**src/rtl/div_pkg.sv**
```systemverilog
// div_pkg -- shared definitions for the iterative divider, the CPU top and the
// hazard unit.
//   div_state_e       : divider FSM states (IDLE, RUN, FIX, DONE)
//   DIV_WIDTH_DEFAULT : default operand/result width
//   div_cnt_w()       : width of the step counter for a given operand width
package div_pkg;

  typedef enum logic [1:0] {
    IDLE = 2'd0,
    RUN  = 2'd1,
    FIX  = 2'd2,
    DONE = 2'd3
  } div_state_e;

  localparam int DIV_WIDTH_DEFAULT = 32;

  // Step counter counts WIDTH-1 down to 0. Keep at least one bit.
  function automatic int div_cnt_w(input int w);
    return (w < 2) ? 1 : $clog2(w);
  endfunction

endpackage

```
**src/rtl/iter_divider_if.sv**
```systemverilog
// iter_divider_if -- request/response bundle between the execute stage and
// the iterative divider.
//   master : execute stage side (drives start/operands/flush)
//   slave  : divider side (drives busy/done/results)
interface iter_divider_if
  import div_pkg::*;
#(
  parameter int WIDTH = DIV_WIDTH_DEFAULT
);
  logic             start;
  logic             signed_op;
  logic [WIDTH-1:0] dividend;
  logic [WIDTH-1:0] divisor;
  logic             flush;
  logic             busy;
  logic             done;
  logic [WIDTH-1:0] quotient;
  logic [WIDTH-1:0] remainder;
  logic             div_by_zero;

  modport master (
    output start, signed_op, dividend, divisor, flush,
    input  busy, done, quotient, remainder, div_by_zero
  );

  modport slave (
    input  start, signed_op, dividend, divisor, flush,
    output busy, done, quotient, remainder, div_by_zero
  );
endinterface

```
**src/rtl/div_step.sv**
```systemverilog
// div_step -- one combinational radix-2 restoring division iteration.
//   rem, quo : current partial remainder / quotient-shift register
//   dvs      : divisor magnitude
//   rem_n    : partial remainder after shift + trial subtract + restore
//   quo_n    : quotient register shifted left with the new quotient bit
module div_step #(
  parameter int WIDTH = 32
) (
  input  logic [WIDTH-1:0] rem,
  input  logic [WIDTH-1:0] quo,
  input  logic [WIDTH-1:0] dvs,
  output logic [WIDTH-1:0] rem_n,
  output logic [WIDTH-1:0] quo_n
);
  logic [WIDTH:0] shifted;
  logic [WIDTH:0] diff;

  // Top bit of quo shifts into the remainder; one extra bit catches the borrow.
  assign shifted = {rem, quo[WIDTH-1]};
  assign diff    = shifted - {1'b0, dvs};
  assign rem_n   = diff[WIDTH] ? shifted[WIDTH-1:0] : diff[WIDTH-1:0];
  assign quo_n   = {quo[WIDTH-2:0], ~diff[WIDTH]};
endmodule

```
**src/rtl/iter_divider.sv**
```systemverilog
// iter_divider -- multi-cycle radix-2 restoring divider (DIV/DIVU).
//   clock, reset_n : clock, asynchronous active-low reset
//   bus (slave)    : start/signed_op/dividend/divisor/flush in,
//                    busy/done/quotient(LO)/remainder(HI)/div_by_zero out
// One quotient bit per cycle; done appears WIDTH+1 edges after the start edge.
// Build option: define ITER_DIVIDER_SIGNED_EN to honour signed_op (operand
// magnitudes and result sign correction). Without it every op is unsigned and
// FIX is a plain register stage.
module iter_divider
  import div_pkg::*;
#(
  parameter int WIDTH = DIV_WIDTH_DEFAULT
) (
  input  logic          clock,
  input  logic          reset_n,
  iter_divider_if.slave bus
);
  localparam int CW = div_cnt_w(WIDTH);

  div_state_e       state, state_n;
  logic [CW-1:0]    cnt;
  logic [WIDTH-1:0] rem, quo, dvs;
  logic [WIDTH-1:0] rem_step, quo_step;
  logic [WIDTH-1:0] dvd_mag, dvs_mag;
  logic [WIDTH-1:0] q_res, r_res;
  logic [WIDTH-1:0] quo_o, rem_o;
  logic             dz, dbz_o;
  logic             accept;

  // New operands are taken in IDLE or in DONE (back-to-back); flush wins.
  assign accept = bus.start && !bus.flush && (state == IDLE || state == DONE);

`ifdef ITER_DIVIDER_SIGNED_EN
  logic dvd_neg, dvs_neg;
  logic neg_q, neg_r;

  assign dvd_neg = bus.signed_op & bus.dividend[WIDTH-1];
  assign dvs_neg = bus.signed_op & bus.divisor[WIDTH-1];
  assign dvd_mag = dvd_neg ? -bus.dividend : bus.dividend;
  assign dvs_mag = dvs_neg ? -bus.divisor  : bus.divisor;
  assign q_res   = neg_q ? -quo : quo;
  // For divide-by-zero rem holds |dividend|, so this restores the original bits.
  assign r_res   = neg_r ? -rem : rem;

  always_ff @(posedge clock or negedge reset_n) begin
    if (!reset_n) begin
      neg_q <= 1'b0;
      neg_r <= 1'b0;
    end else if (accept) begin
      neg_q <= dvd_neg ^ dvs_neg;
      neg_r <= dvd_neg;
    end
  end
`else
  logic unused_signed_op;

  assign unused_signed_op = bus.signed_op;
  assign dvd_mag = bus.dividend;
  assign dvs_mag = bus.divisor;
  assign q_res   = quo;
  assign r_res   = rem;
`endif

  div_step #(.WIDTH(WIDTH)) u_step (
    .rem   (rem),
    .quo   (quo),
    .dvs   (dvs),
    .rem_n (rem_step),
    .quo_n (quo_step)
  );

  always_ff @(posedge clock or negedge reset_n) begin
    if (!reset_n) state <= IDLE;
    else          state <= state_n;
  end

  always_comb begin
    state_n = state;
    case (state)
      IDLE:    if (accept) state_n = RUN;
      RUN:     if (cnt == '0) state_n = FIX;
      FIX:     state_n = DONE;
      DONE:    state_n = accept ? RUN : IDLE;
      default: state_n = IDLE;
    endcase
    if (bus.flush) state_n = IDLE;
  end

  always_ff @(posedge clock or negedge reset_n) begin
    if (!reset_n) begin
      cnt   <= '0;
      rem   <= '0;
      quo   <= '0;
      dvs   <= '0;
      dz    <= 1'b0;
      quo_o <= '0;
      rem_o <= '0;
      dbz_o <= 1'b0;
    end else begin
      if (accept) begin
        rem <= '0;
        quo <= dvd_mag;
        dvs <= dvs_mag;
        dz  <= (bus.divisor == '0);
        cnt <= CW'(WIDTH - 1);
      end else if (state == RUN && !bus.flush) begin
        rem <= rem_step;
        quo <= quo_step;
        if (cnt != '0) cnt <= cnt - 1'b1;
      end
      // Outputs only move on a completed FIX, so a flush leaves them held.
      if (state == FIX && !bus.flush) begin
        quo_o <= dz ? '1 : q_res;
        rem_o <= r_res;
        dbz_o <= dz;
      end
    end
  end

  assign bus.busy        = (state == RUN) || (state == FIX);
  assign bus.done        = (state == DONE);
  assign bus.quotient    = quo_o;
  assign bus.remainder   = rem_o;
  assign bus.div_by_zero = dbz_o;
endmodule
```
**src/flat_wrapper.sv**
```systemverilog
// flat-port wrapper written by rule: the top's interface ports become plain ports
module iter_divider_flat import div_pkg::*;
#(
  parameter int WIDTH = DIV_WIDTH_DEFAULT
)
  (clock, reset_n, bus_start, bus_signed_op, bus_dividend, bus_divisor, bus_flush, bus_busy, bus_done, bus_quotient, bus_remainder, bus_div_by_zero);
  iter_divider_if #(.WIDTH(WIDTH)) bus_i ();
  input  logic clock;
  input  logic reset_n;
  input wire logic [$bits(bus_i.start)-1:0] bus_start;
  input wire logic [$bits(bus_i.signed_op)-1:0] bus_signed_op;
  input wire logic [$bits(bus_i.dividend)-1:0] bus_dividend;
  input wire logic [$bits(bus_i.divisor)-1:0] bus_divisor;
  input wire logic [$bits(bus_i.flush)-1:0] bus_flush;
  output wire logic [$bits(bus_i.busy)-1:0] bus_busy;
  output wire logic [$bits(bus_i.done)-1:0] bus_done;
  output wire logic [$bits(bus_i.quotient)-1:0] bus_quotient;
  output wire logic [$bits(bus_i.remainder)-1:0] bus_remainder;
  output wire logic [$bits(bus_i.div_by_zero)-1:0] bus_div_by_zero;
  assign bus_i.start = bus_start;
  assign bus_i.signed_op = bus_signed_op;
  assign bus_i.dividend = bus_dividend;
  assign bus_i.divisor = bus_divisor;
  assign bus_i.flush = bus_flush;
  assign bus_busy = bus_i.busy;
  assign bus_done = bus_i.done;
  assign bus_quotient = bus_i.quotient;
  assign bus_remainder = bus_i.remainder;
  assign bus_div_by_zero = bus_i.div_by_zero;
  iter_divider #(.WIDTH(WIDTH)) u_core (.clock(clock), .reset_n(reset_n), .bus(bus_i));
endmodule
```
**config.mk**
```make
export PLATFORM = sky130hd
export DESIGN_NAME = iter_divider_flat
export DESIGN_NICKNAME = d
export VERILOG_FILES = /design/src/rtl/div_pkg.sv /design/src/rtl/iter_divider_if.sv /design/src/rtl/div_step.sv /design/src/rtl/iter_divider.sv /design/src/flat_wrapper.sv
export SDC_FILE = /design/constraint.sdc
export NUM_CORES = 1
export LEC_CHECK = 0
export BUFFER_PORTS_ARGS = -buffer_cell sky130_fd_sc_hd__buf_4
export CAP_MARGIN = 20
export CORE_ASPECT_RATIO = 1.4
export CORE_MARGIN = 2
export CORE_UTILIZATION = 40
export CTS_CLUSTER_DIAMETER = 50
export CTS_CLUSTER_SIZE = 16
export DETAILED_ROUTE_END_ITERATION = 12
export PLACE_DENSITY_LB_ADDON = 0.2
export SETUP_SLACK_MARGIN = 0.3
export SLEW_MARGIN = 20
export SYNTH_ARGS = -nofsm -noshare
export SYNTH_HDL_FRONTEND = slang
export SYNTH_SLANG_ARGS = --single-unit
```
**constraint.sdc**
```tcl
create_clock -name clock -period 4.65 [get_ports clock]
set_input_delay 0.465 -clock clock [delete_from_list [all_inputs] [get_ports clock]]
set_output_delay 0.465 -clock clock [all_outputs]
set_load 0.01 [all_outputs]
```
==> results of run 1 <==
[power by group]
group          internal [W]  switching [W]
sequential          0.00183       0.000268
combinational       0.00120        0.00145
clock              0.000903       0.000619
[critical path: stages (launching register included)]
cell                        delay (ns)
sky130_fd_sc_hd__dfrtp_1          0.43
sky130_fd_sc_hd__inv_1            0.08
sky130_fd_sc_hd__ha_1             0.16
sky130_fd_sc_hd__inv_1            0.05
sky130_fd_sc_hd__fa_1             0.42
sky130_fd_sc_hd__a211oi_2         0.23
sky130_fd_sc_hd__o21ai_2          0.12
sky130_fd_sc_hd__o2111ai_2        0.30
sky130_fd_sc_hd__a211oi_2         0.16
sky130_fd_sc_hd__o41ai_4          0.53
sky130_fd_sc_hd__xnor2_4          0.45
sky130_fd_sc_hd__buf_4            0.35
sky130_fd_sc_hd__mux2i_1          0.21
sky130_fd_sc_hd__a21oi_1          0.08
[flip-flops by register name, indices dropped and copies added (netlist names)]
register                flops
u_core.r_res               32
u_core.bus.div_by_zero      1
u_core.bus.remainder       32
u_core.state                2
u_core.dz                   1
u_core.q_res               32
u_core.dvs                 32
u_core.cnt                  5
u_core.bus.quotient        32
[stage by stage]
stage | worst slack [ns] | cells | total power [W] | utilization [%] | hold WS (ns)
floorplan | 1.67 | 983 | 0.00406 | - | 0.169
global placement | 0.908 | 1373 | 0.00476 | 45.9 | 0.462
detailed placement | 0.897 | 1373 | 0.00479 | 45.9 | 0.472
CTS | 0.855 | 1405 | 0.00635 | 48.7 | 0.172
global route | 0.616 | 1405 | 0.00676 | 48.7 | 0.215
finish | 0.889 | 1405 | 0.00626 | 48.7 | 0.122
[logic make-up (layout without fill, tap and decap cells)]
kind of cell / count (synthesis) / count (layout)
simple gates: 324 / 324
fa+ha+maj: 39 / 39
flops: 169 / 169
compound gates: 265 / 265
xor+xnor: 34 / 34
mux: 57 / 57
buf+inv: 95 / 216
[area by class of cell]
type	instances	area (sq um)	share of cell area, %
repair buffers	145	1090	10.0
well taps	301	377	3.46
multi-input cells	719	4420	40.6
clock buffers	18	429	3.94
flip-flops and latches	169	4230	38.8
clock inverters	14	198	1.82
inverters	39	146	1.34
[placed cells by master, fill, tap and decap left out, drive strengths merged, types with 10 or more instances in the layout]
cell type / n
a211oi: 10
a21oi: 61
a31oi: 36
buf: 145
clkbuf: 18
dfrtp: 169
ha: 38
inv: 41
mux2: 33
mux2i: 24
nand2: 170
nor2: 92
nor3: 10
o21ai: 114
xnor2: 21
xor2: 13
[path summary, 6_finish.rpt]
| check | endpoint | slack, ns | depth (start not counted) |
|---|---|---|---|
| min in group clock | u_core.dvs[29] | 0.24 | 3 |
| min | u_core.bus.quotient[20] | 0.12 | 1 |
| min reg2reg | u_core.bus.quotient[10] | 0.48 | 2 |
| max reg2reg | u_core.r_res[3] | 0.89 | 13 |
| max | u_core.r_res[3] | 0.89 | 13 |
| max in group asynchronous | u_core.bus.remainder[0] | 3.44 | 2 |
[routing by layer]
layer / wire length (microns) / vias to the layer above
met5: 0 / -
met4: 363 / 0
met3: 761 / 21
met2: 11600 / 141
met1: 9790 / 3449
li1: - / 3616
==> impl_metrics.csv, run 1 <==
group,metric,value,unit
run_status,run_status,"completed",
cts,clock_path_buffers,2,
cts,clock_input_transition_at_the_sequential_cells_of_the_worst_setup_and_hold_paths,0.07,ns
cts,clock_root_cell,"sky130_fd_sc_hd__clkbuf_16",
synthesis,synth.ff_latch_count,169,
synthesis,total_number_of_yosys_warnings,0,
grt,grt_pass1_vias,7296,
sta,min_period_over_period,80.9,%
floorplanning,initial_utilization,40.5,%
critical_path,timing.critical_path.from_type,"register",
synthesis,proportion_of_synthesized_chip_area_in_sequential_cells,46.7,%
sta,timing.max_slew.rel_slack,30.0,%
layout,drive_above_1_share,21.6,%
synthesis,synth_top_family_by_area,"compound AO/OA/AOI/OAI gates",
synthesis,synth-simple-area-share,15.2,%
synthesis,synthMuxAreaShare,6.76,%
floorplanning,die-area,23900,sq um
critical_path,worst_ep_arrival_time,4.03,ns
synthesis,yosys.area_share.adder,5.47,%
grt,top_usage_layer,"met2",
cts,tritoncts_num_sinks,169,
floorplanning,design.core.area,22400,sq um
critical_path,worstSetupEndpointType,"register",
flow_run,cap_viol_max_count,0,
synthesis,synth_edf_count,0,
critical_path,timing.critical_path.from,"u_core.q_res[31]",
floorplanning,die_y,182,microns
synthesis,synth.top_cells.by_count,"sky130_fd_sc_hd__nand2_1, sky130_fd_sc_hd__dfrtp_1, sky130_fd_sc_hd__o21ai_0, sky130_fd_sc_hd__nor2_1, sky130_fd_sc_hd__a21oi_1",
synthesis,syn_area_per_cell,9.21,sq um
cts,tritoncts.num_buffers,17,
floorplanning,die_w,131,microns
synthesis,xor_xnor_portion_of_the_synthesized_cell_area,3.46,%
power_and_ir_drop,vdd.ir_drop.worst,290,uV
synthesis,synth-compound-area-share,17.6,%
synthesis,yosysUniqueCellTypes,69,
detailed_routing,drt-wirelength-per-cell,16.0,microns
synthesis,synth_top_area_cell,"sky130_fd_sc_hd__dfrtp_1",
sta,report.final.hold_viol_count,0,
layout,diodes,0,
synthesis,postSynthCellCount,983,
power_and_ir_drop,pwr_density_cell,575,nW/um^2
sta,fin_crit,3.76,ns
worst_hold_path,hold_class,"input port to async pin",
floorplanning,top_level_ports,136,
layout,final_cell_area,10900,sq um
sta,total_negative_slack_for_setup_checks,0,ns
synthesis,cells_taking_the_most_area_after_synthesis,"sky130_fd_sc_hd__dfrtp_1, sky130_fd_sc_hd__nand2_1, sky130_fd_sc_hd__o21ai_0",
sta,unrepaired_setup_endpoints_after_global_routing,"false",
synthesis,async_reset_ff_share,100,%
detailed_routing,drt-initial-drc-count,324,
cts,cts_setup_buffers,0,
grt,grt_overflow,0,
grt,gr_util_all_layers,19.7,%
detailed_routing,drt-pass1-iter-count,4,
synthesis,synth_top_flop_cell,"sky130_fd_sc_hd__dfrtp_1",
critical_path,cp.required,4.92,ns
placement,dpl-instance-area,10300,sq um
detailed_routing,drt.antenna.violating_nets,0,
cts,cts_resized,0,
detailed_routing,detailroute.via_count,7227,
sta,setup-violations-final,0,
grt,wire_length_of_the_first_global_routing_pass,37.7,mm
sta,worst_pin_slew,1.05,ns
sta,slew_violations,0,
placement,dp_hpwl,16.0,mm
synthesis,synth_top_area_share,46.7,%
layout,nNetsFinal,1199,
detailed_routing,detail_route.wirelength,22.6,mm
grt,gr-usage-met1,23.7,%
layout,num-fill-cells,2195,
grt,groute.layer.met3.usage,3.38,%
synthesis,mappedNetlistArea,9050,sq um
placement,gpl.final_weighted_congestion,0.874,
synthesis,yosys.cell_count.top_type,"sky130_fd_sc_hd__nand2_1",
layout,syn2layout_area_growth,20.3,%
grt,grt_max_degree,105,
critical_path,path_class,"register to register",
detailed_routing,routed_via_density,5.14,
placement,port_bufs,134,
cts,hold_buffers_post_cts,0,
floorplanning,rows,65,
cts,insertion_delay,0.43,ns
critical_path,critical_path.reg2reg.startpoint,"u_core.q_res[31]",
critical_path,crit_fanout,26,
cts,htreeDepth,4,
sta,finalClockSkew,0.00810,ns
grt,grt_antenna_before_repair,0,
power_and_ir_drop,power_leakage,5.23,nW
cts,cts_tree,"yes",
synthesis,synthesis.nets,1091,
detailed_routing,detail_route.drc_violations,0,
grt,use_met2,35.9,%
sta,fmaxAchievable,266,MHz
Power figures use the tool's default switching activity.
==> run 2, diff against run 1 <==
--- a/config.mk
+++ b/config.mk
@@ -5,6 +5,7 @@
 export SDC_FILE = /design/constraint.sdc
 export NUM_CORES = 1
 export LEC_CHECK = 0
+export ABC_AREA = 1
 export BUFFER_PORTS_ARGS = -buffer_cell sky130_fd_sc_hd__buf_4
 export CAP_MARGIN = 20
 export CORE_ASPECT_RATIO = 1.4
==> constraint.sdc (replaced) <==
create_clock -name clock -period 3.72 [get_ports clock]
set_input_delay 0.372 -clock clock [delete_from_list [all_inputs] [get_ports clock]]
set_output_delay 0.372 -clock clock [all_outputs]
set_load 0.01 [all_outputs]
==> run 2 against run 1 <==
  * The flow now finishes with violations (hold timing)
  * Critical path depth grew 5
  * Synthesized area up 7.3%
  * Utilization decreased by 0.40 points
  * Worst hold slack lost 0.17 ns
  * Synthesized cell count is 32% higher
  * Sequential cell count stayed put
  * Combinational power grew 26%
  * Final cell count grew 24%
  * Sequential power grew 26%
  * Largest cell class unchanged
==> impl_metrics.csv, run 2 <==
group,metric,value,unit
floorplanning,die_w,136,microns
detailed_routing,routed_via_density,4.82,
critical_path,path_class,"register to register",
grt,grt_overflow,0,
cts,tritoncts_num_sinks,169,
sta,min_period_over_period,76.9,%
synthesis,synth_top_flop_cell,"sky130_fd_sc_hd__dfrtp_1",
synthesis,synthesis.nets,1405,
detailed_routing,detailroute.via_count,8390,
layout,seqCellArea,4230,sq um
sta,fin_hold_ws,-0.0453,ns
cts,hold_buffers_post_cts,0,
flow_run,cap_viol_max_count,0,
power_and_ir_drop,vdd.ir_drop.worst,408,uV
synthesis,syn_area_per_cell,7.49,sq um
floorplanning,top_level_ports,136,
grt,grt_max_degree,87,
grt,grt_antenna_before_repair,0,
detailed_routing,drt-wirelength-per-cell,15.0,microns
placement,dp_hpwl,19.3,mm
detailed_routing,drt-pass1-iter-count,6,
synthesis,synth_edf_count,0,
floorplanning,rows,67,
synthesis,postSynthCellCount,1297,
synthesis,proportion_of_synthesized_chip_area_in_sequential_cells,43.5,%
cts,cts_tree,"yes",
sta,fmaxAchievable,350,MHz
cts,clock_input_transition_at_the_sequential_cells_of_the_worst_setup_and_hold_paths,0.07,ns
power_and_ir_drop,pwr_density_cell,665,nW/um^2
sta,slew_violations,0,
layout,most-common-layout-cells,"sky130_fd_sc_hd__nand2_1, sky130_fd_sc_hd__inv_1, sky130_fd_sc_hd__dfrtp_1",
layout,diodes,0,
sta,setup-violations-final,0,
run_status,run_status,"finished, violations left",
cts,cts_setup_buffers,0,
cts,cts_resized,0,
detailed_routing,drt-initial-drc-count,341,
floorplanning,design.core.area,23900,sq um
detailed_routing,drt.antenna.violating_nets,0,
cts,tritoncts.num_buffers,17,
layout,nNetsFinal,1524,
sta,unrepaired_setup_endpoints_after_global_routing,"false",
synthesis,synth.top_cells.by_count,"sky130_fd_sc_hd__nand2_1, sky130_fd_sc_hd__inv_1, sky130_fd_sc_hd__dfrtp_1, sky130_fd_sc_hd__a21oi_1, sky130_fd_sc_hd__o21ai_0",
cts,insertion_delay,0.44,ns
grt,groute.layer.met3.usage,5.49,%
grt,gr_util_all_layers,21.2,%
sta,worst_pin_slew,1.05,ns
grt,gr-usage-met1,24.9,%
grt,grt_pass1_vias,8375,
critical_path,cp.required,4.06,ns
layout,syn2layout_area_growth,18.7,%
layout,mostFrequentLayoutCell,"sky130_fd_sc_hd__nand2_1",
floorplanning,die-area,25600,sq um
layout,total_area_of_multi_input_combinational_cells,4420,sq um
grt,use_met2,37.1,%
sta,report.final.hold_viol_count,21,
synthesis,mappedNetlistArea,9720,sq um
layout,instances_no_fill,1739,
detailed_routing,detail_route.drc_violations,0,
synthesis,synth.ff_latch_count,169,
layout,num-fill-cells,2489,
sta,total_negative_slack_for_setup_checks,0,ns
placement,port_bufs,134,
critical_path,crit_fanout,32,
synthesis,synth_top_area_cell,"sky130_fd_sc_hd__dfrtp_1",
synthesis,total_number_of_yosys_warnings,0,
grt,top_usage_layer,"met2",
power_and_ir_drop,power_leakage,6.23,nW
grt,wire_length_of_the_first_global_routing_pass,42.9,mm
critical_path,timing.critical_path.from_type,"register",
placement,gpl.final_weighted_congestion,0.880,
run_status,violations_in_the_final_reports,"hold timing",
sta,finalClockSkew,0.0110,ns
layout,drive_above_1_share,16.4,%
synthesis,yosysUniqueCellTypes,44,
floorplanning,die_y,188,microns
detailed_routing,detail_route.wirelength,26.0,mm
worst_hold_path,hold_class,"input port to async pin",
placement,dp_cells,1707,
critical_path,worstSetupEndpointType,"register",
synthesis,yosys.cell_count.top_type,"sky130_fd_sc_hd__nand2_1",
critical_path,worst_ep_arrival_time,3.19,ns
synthesis,cells_taking_the_most_area_after_synthesis,"sky130_fd_sc_hd__dfrtp_1, sky130_fd_sc_hd__nand2_1, sky130_fd_sc_hd__inv_1",
sta,timing.max_slew.rel_slack,29.6,%
cts,clock_path_buffers,2,
synthesis,synth_top_area_share,43.5,%
cts,clock_root_cell,"sky130_fd_sc_hd__clkbuf_16",
synthesis,async_reset_ff_share,100,%
floorplanning,initial_utilization,40.7,%
cts,htreeDepth,4,
sta,fin_crit,2.86,ns
## run 2: cell type report
type	instances	area share (%)
multi-input combinational	859	38.3
sequential	169	36.7
timing repair buffer	145	9.58
inverter	224	7.29
clock buffer	19	3.84
tap	310	3.36
clock inverter	13	0.933
## run 2: routing by layer
| layer | wire [microns] | vias to the layer above |
|---|---|---|
| met2 | 13100 | 187 |
| met3 | 1510 | 28 |
| met1 | 10800 | 3857 |
| li1 | - | 4318 |
| met4 | 546 | 0 |
| met5 | 0 | - |
## run 2: power breakdown
| group | switching, W | leakage (nW) | internal [W] |
|---|---|---|---|
| clock | 0.000809 | 0.271 | 0.000890 |
| sequential | 0.000243 | 2.16 | 0.00241 |
| combinational | 0.00212 | 3.80 | 0.00120 |
| total | 0.00317 | 6.23 | 0.00450 |
## run 2: worst paths after layout
path / startpoint / end / slack, ns / cells after the start
hold / removal: reset_n / u_core.bus.remainder[6] / -0.05 / 1
min in group clock: bus_dividend[12] / u_core.q_res[12] / 0.13 / 3
setup / recovery: u_core.q_res[31] / u_core.r_res[31] / 0.86 / 18
max in group asynchronous: reset_n / u_core.bus.quotient[18] / 2.87 / 2
setup reg to reg: u_core.q_res[31] / u_core.r_res[31] / 0.86 / 18
hold reg to reg: u_core.bus.remainder[7] / u_core.bus.remainder[7] / 0.48 / 2
## run 2: kinds of logic (layout without fill, tap and decap cells)
| logic type | after synthesis | in the layout | share of synthesized area, % |
|---|---|---|---|
| and+or+nand+nor | 601 | 601 | 26.5 |
| buffers and inverters | 269 | 401 | 11.1 |
| AOI/OAI and AO/OA | 198 | 198 | 11.7 |
| DFF | 169 | 169 | 43.5 |
| adders and majority gates | 39 | 39 | 5.10 |
| xor gates and xnor gates | 16 | 16 | 1.44 |
| muxes | 5 | 5 | 0.579 |
## run 2: through the flow
step           util [%]  power (W)  hold WS, ns  instance area, sq um  worst slack, ns
6_report           48.3    0.00767      -0.0453                 11500            0.861
3_5_place_dp       46.0    0.00603        0.474                 11000            0.910
4_1_cts            48.3    0.00777      0.00991                 11500            0.887
5_1_grt            48.3    0.00831       0.0328                 11500            0.667
3_3_place_gp       46.0    0.00598        0.469                 11000            0.930
2_1_floorplan         -    0.00490       0.0764                  9720             1.53
## run 2: worst max-delay path, stage by stage (launching register included)
cell	delay, ns
sky130_fd_sc_hd__dfrtp_1	0.36
sky130_fd_sc_hd__inv_1	0.13
sky130_fd_sc_hd__ha_1	0.17
sky130_fd_sc_hd__inv_1	0.07
sky130_fd_sc_hd__fa_1	0.42
sky130_fd_sc_hd__nand2_1	0.08
sky130_fd_sc_hd__nand2_1	0.09
sky130_fd_sc_hd__nand3_1	0.11
sky130_fd_sc_hd__nand2_2	0.13
sky130_fd_sc_hd__nand2_1	0.10
sky130_fd_sc_hd__nand2_2	0.09
sky130_fd_sc_hd__nand2_4	0.10
sky130_fd_sc_hd__nand2_2	0.07
sky130_fd_sc_hd__nand2_2	0.09
sky130_fd_sc_hd__nand2_4	0.28
sky130_fd_sc_hd__nand2_2	0.26
sky130_fd_sc_hd__nand2_1	0.07
sky130_fd_sc_hd__nand2_1	0.07
sky130_fd_sc_hd__nand2_1	0.05
==> run 3, diff against run 2 <==
--- a/config.mk
+++ b/config.mk
@@ -5,7 +5,7 @@
 export SDC_FILE = /design/constraint.sdc
 export NUM_CORES = 1
 export LEC_CHECK = 0
-export ABC_AREA = 1
+export ABC_AREA = 0
 export BUFFER_PORTS_ARGS = -buffer_cell sky130_fd_sc_hd__buf_4
 export CAP_MARGIN = 20
 export CORE_ASPECT_RATIO = 1.4
==> constraint.sdc (replaced) <==
create_clock -name clock -period 2.4 [get_ports clock]
set_input_delay 0.24 -clock clock [delete_from_list [all_inputs] [get_ports clock]]
set_output_delay 0.24 -clock clock [all_outputs]
set_load 0.01 [all_outputs]
==> run 3 against run 2 <==
  * The run ends with setup timing left
  * Clock skew rose by 0.0081 ns
  * Register-to-register slack got worse by 1.4 ns
  * Critical endpoint is now u_core.r_res[16]
  * Count of clock-buffer cells in the layout fell by 1
  * Non-clock buffer count rose by 174
  * Via count fell by 5.9%
  * Critical path depth fell by 3
==> impl_metrics.csv, run 3 (synthesized netlist as in run 1, its figures left out) <==
group,metric,value,unit
layout,diodes,0,
detailed_routing,drt-pass1-iter-count,4,
sta,setup-violations-final,33,
cts,cts_tree,"yes",
floorplanning,die_w,131,microns
sta,worst_pin_slew,0.634,ns
power_and_ir_drop,pwr_density_cell,1140,nW/um^2
worst_hold_path,hold_class,"input port to register",
grt,grt_pass1_vias,7944,
critical_path,worst_ep_arrival_time,3.25,ns
critical_path,path_class,"register to register",
floorplanning,die_y,182,microns
layout,mostFrequentLayoutCell,"sky130_fd_sc_hd__buf_4",
cts,tritoncts.num_buffers,17,
grt,grt_antenna_before_repair,0,
placement,port_bufs,134,
layout,most-common-layout-cells,"sky130_fd_sc_hd__buf_4, sky130_fd_sc_hd__nand2_1, sky130_fd_sc_hd__dfrtp_1",
cts,clock_root_cell,"sky130_fd_sc_hd__clkbuf_16",
grt,grt_max_degree,56,
sta,min_period_over_period,122,%
layout,instances_no_fill,1579,
power_and_ir_drop,vdd.ir_drop.worst,625,uV
floorplanning,initial_utilization,40.5,%
run_status,violations_in_the_final_reports,"setup timing",
cts,clock_path_buffers,2,
cts,clock_input_transition_at_the_sequential_cells_of_the_worst_setup_and_hold_paths,0.08,ns
layout,num-fill-cells,2074,
floorplanning,top_level_ports,136,
layout,drive_above_1_share,33.2,%
grt,grt_overflow,0,
cts,tritoncts_num_sinks,169,
flow_run,cap_viol_max_count,0,
sta,fmaxAchievable,340,MHz
layout,nNetsFinal,1373,
sta,fin_crit,2.94,ns
sta,fin_hold_ws,0.0220,ns
sta,timing.max_slew.rel_slack,57.7,%
grt,gr_util_all_layers,21.3,%
detailed_routing,routed_via_density,5.00,
placement,dp_slack,-0.588,ns
detailed_routing,drt-wirelength-per-cell,15.8,microns
run_status,run_status,"finished, violations left",
detailed_routing,detail_route.wirelength,24.9,mm
placement,dp_cells,1539,
floorplanning,rows,65,
critical_path,cp.required,2.72,ns
detailed_routing,drt-initial-drc-count,329,
critical_path,worstSetupEndpointType,"register",
cts,insertion_delay,0.44,ns
sta,finalWorstSetupSlack,-0.538,ns
sta,finalClockSkew,0.0191,ns
critical_path,timing.critical_path.from_type,"register",
sta,report.final.hold_viol_count,0,
sta,slew_violations,0,
detailed_routing,drt.antenna.violating_nets,0,
layout,syn2layout_area_growth,36.7,%
power_and_ir_drop,power_leakage,6.12,nW
cts,htreeDepth,4,
grt,wire_length_of_the_first_global_routing_pass,40.5,mm
critical_path,crit_fanout,7,
floorplanning,die-area,23900,sq um
floorplanning,design.core.area,22400,sq um
placement,dp_hpwl,18.6,mm
sta,unrepaired_setup_endpoints_after_global_routing,"true",
detailed_routing,detail_route.drc_violations,0,
detailed_routing,detailroute.via_count,7891,
placement,gpl.final_weighted_congestion,0.905,
## run 3: cell count changes in the layout (fill, tap and decap cells not counted), sizes merged, moves of 36 or more
cell	delta
a31oi	+36
buf	+170
inv	-186
nand2	-278
nand3	-62
nor2	+42
o21ai	+47
## run 3: worst paths after layout
path	slack, ns	end	cells past startpoint	from
setup / recovery	-0.54	u_core.r_res[16]	15	u_core.q_res[31]
hold reg to reg	0.48	u_core.bus.quotient[7]	2	u_core.bus.quotient[7]
hold / removal	0.02	u_core.dvs[15]	3	bus_divisor[15]
min in group asynchronous	0.34	u_core.q_res[19]	2	reset_n
max in group asynchronous	1.37	u_core.r_res[0]	3	reset_n
setup reg to reg	-0.54	u_core.r_res[16]	15	u_core.q_res[31]
## run 3: per-layer routing
layer / vias up / track usage [%] / part of all wire [%]
met2: 158 / 38.3 / 52
li1: 3964 / - / -
met5: - / 0 / 0
met4: 0 / 7.61 / 2.3
met1: 3737 / 25.4 / 42
met3: 32 / 4.27 / 3.7
## run 3: repair_timing
| action | 4_1_cts | 5_1_grt |
|---|---|---|
| endpoints found under the hold margin | 53 | 0 |
| cloned | 0 | 1 |
| gates resized for setup | 6 | 12 |
| pin swaps | 3 | 8 |
| endpoints found under the setup margin | 33 | 44 |
| hold buffers | 3 | 0 |
| setup buffers | 2 | 2 |
## run 3: area by class of cell
class / instances / area, sq um / area share, %
Sequential cell: 169 / 4230 / 34.2
Clock buffer: 18 / 429 / 3.47
Timing Repair Buffer: 319 / 2530 / 20.5
Tap cell: 301 / 377 / 3.04
Multi-Input combinational cell: 719 / 4490 / 36.3
Inverter: 39 / 146 / 1.18
Clock inverter: 14 / 160 / 1.29
## run 3: power breakdown
group | internal, W | total [W] | switching [W] | leakage, nW
logic | 0.00383 | 0.00723 | 0.00341 | 3.69
registers | 0.00355 | 0.00402 | 0.000473 | 2.15
clock network | 0.00156 | 0.00280 | 0.00124 | 0.280
## run 3: stage by stage
step | total power, W | util, % | TNS, ns | cell area (sq um)
floorplan | 0.00787 | - | -15.10 | 9050
detailed placement | 0.0110 | 51.8 | -17.76 | 11600
CTS | 0.0139 | 54.8 | -16.54 | 12200
finish | 0.0141 | 55.3 | -15.33 | 12400
global placement | 0.0109 | 51.8 | -15.30 | 11600
global route | 0.0151 | 55.3 | -21.33 | 12400
## run 3: critical path: stages (launching register included)
cell	delay (ns)
sky130_fd_sc_hd__dfrtp_1	0.38
sky130_fd_sc_hd__inv_1	0.06
sky130_fd_sc_hd__ha_2	0.18
sky130_fd_sc_hd__inv_2	0.04
sky130_fd_sc_hd__fa_2	0.34
sky130_fd_sc_hd__a211oi_2	0.21
sky130_fd_sc_hd__o21ai_2	0.11
sky130_fd_sc_hd__o2111ai_4	0.26
sky130_fd_sc_hd__a211oi_4	0.11
sky130_fd_sc_hd__o41ai_4	0.23
sky130_fd_sc_hd__buf_6	0.17
sky130_fd_sc_hd__xnor2_4	0.12
sky130_fd_sc_hd__buf_12	0.16
sky130_fd_sc_hd__buf_12	0.14
sky130_fd_sc_hd__mux2i_2	0.23
sky130_fd_sc_hd__a21oi_1	0.10
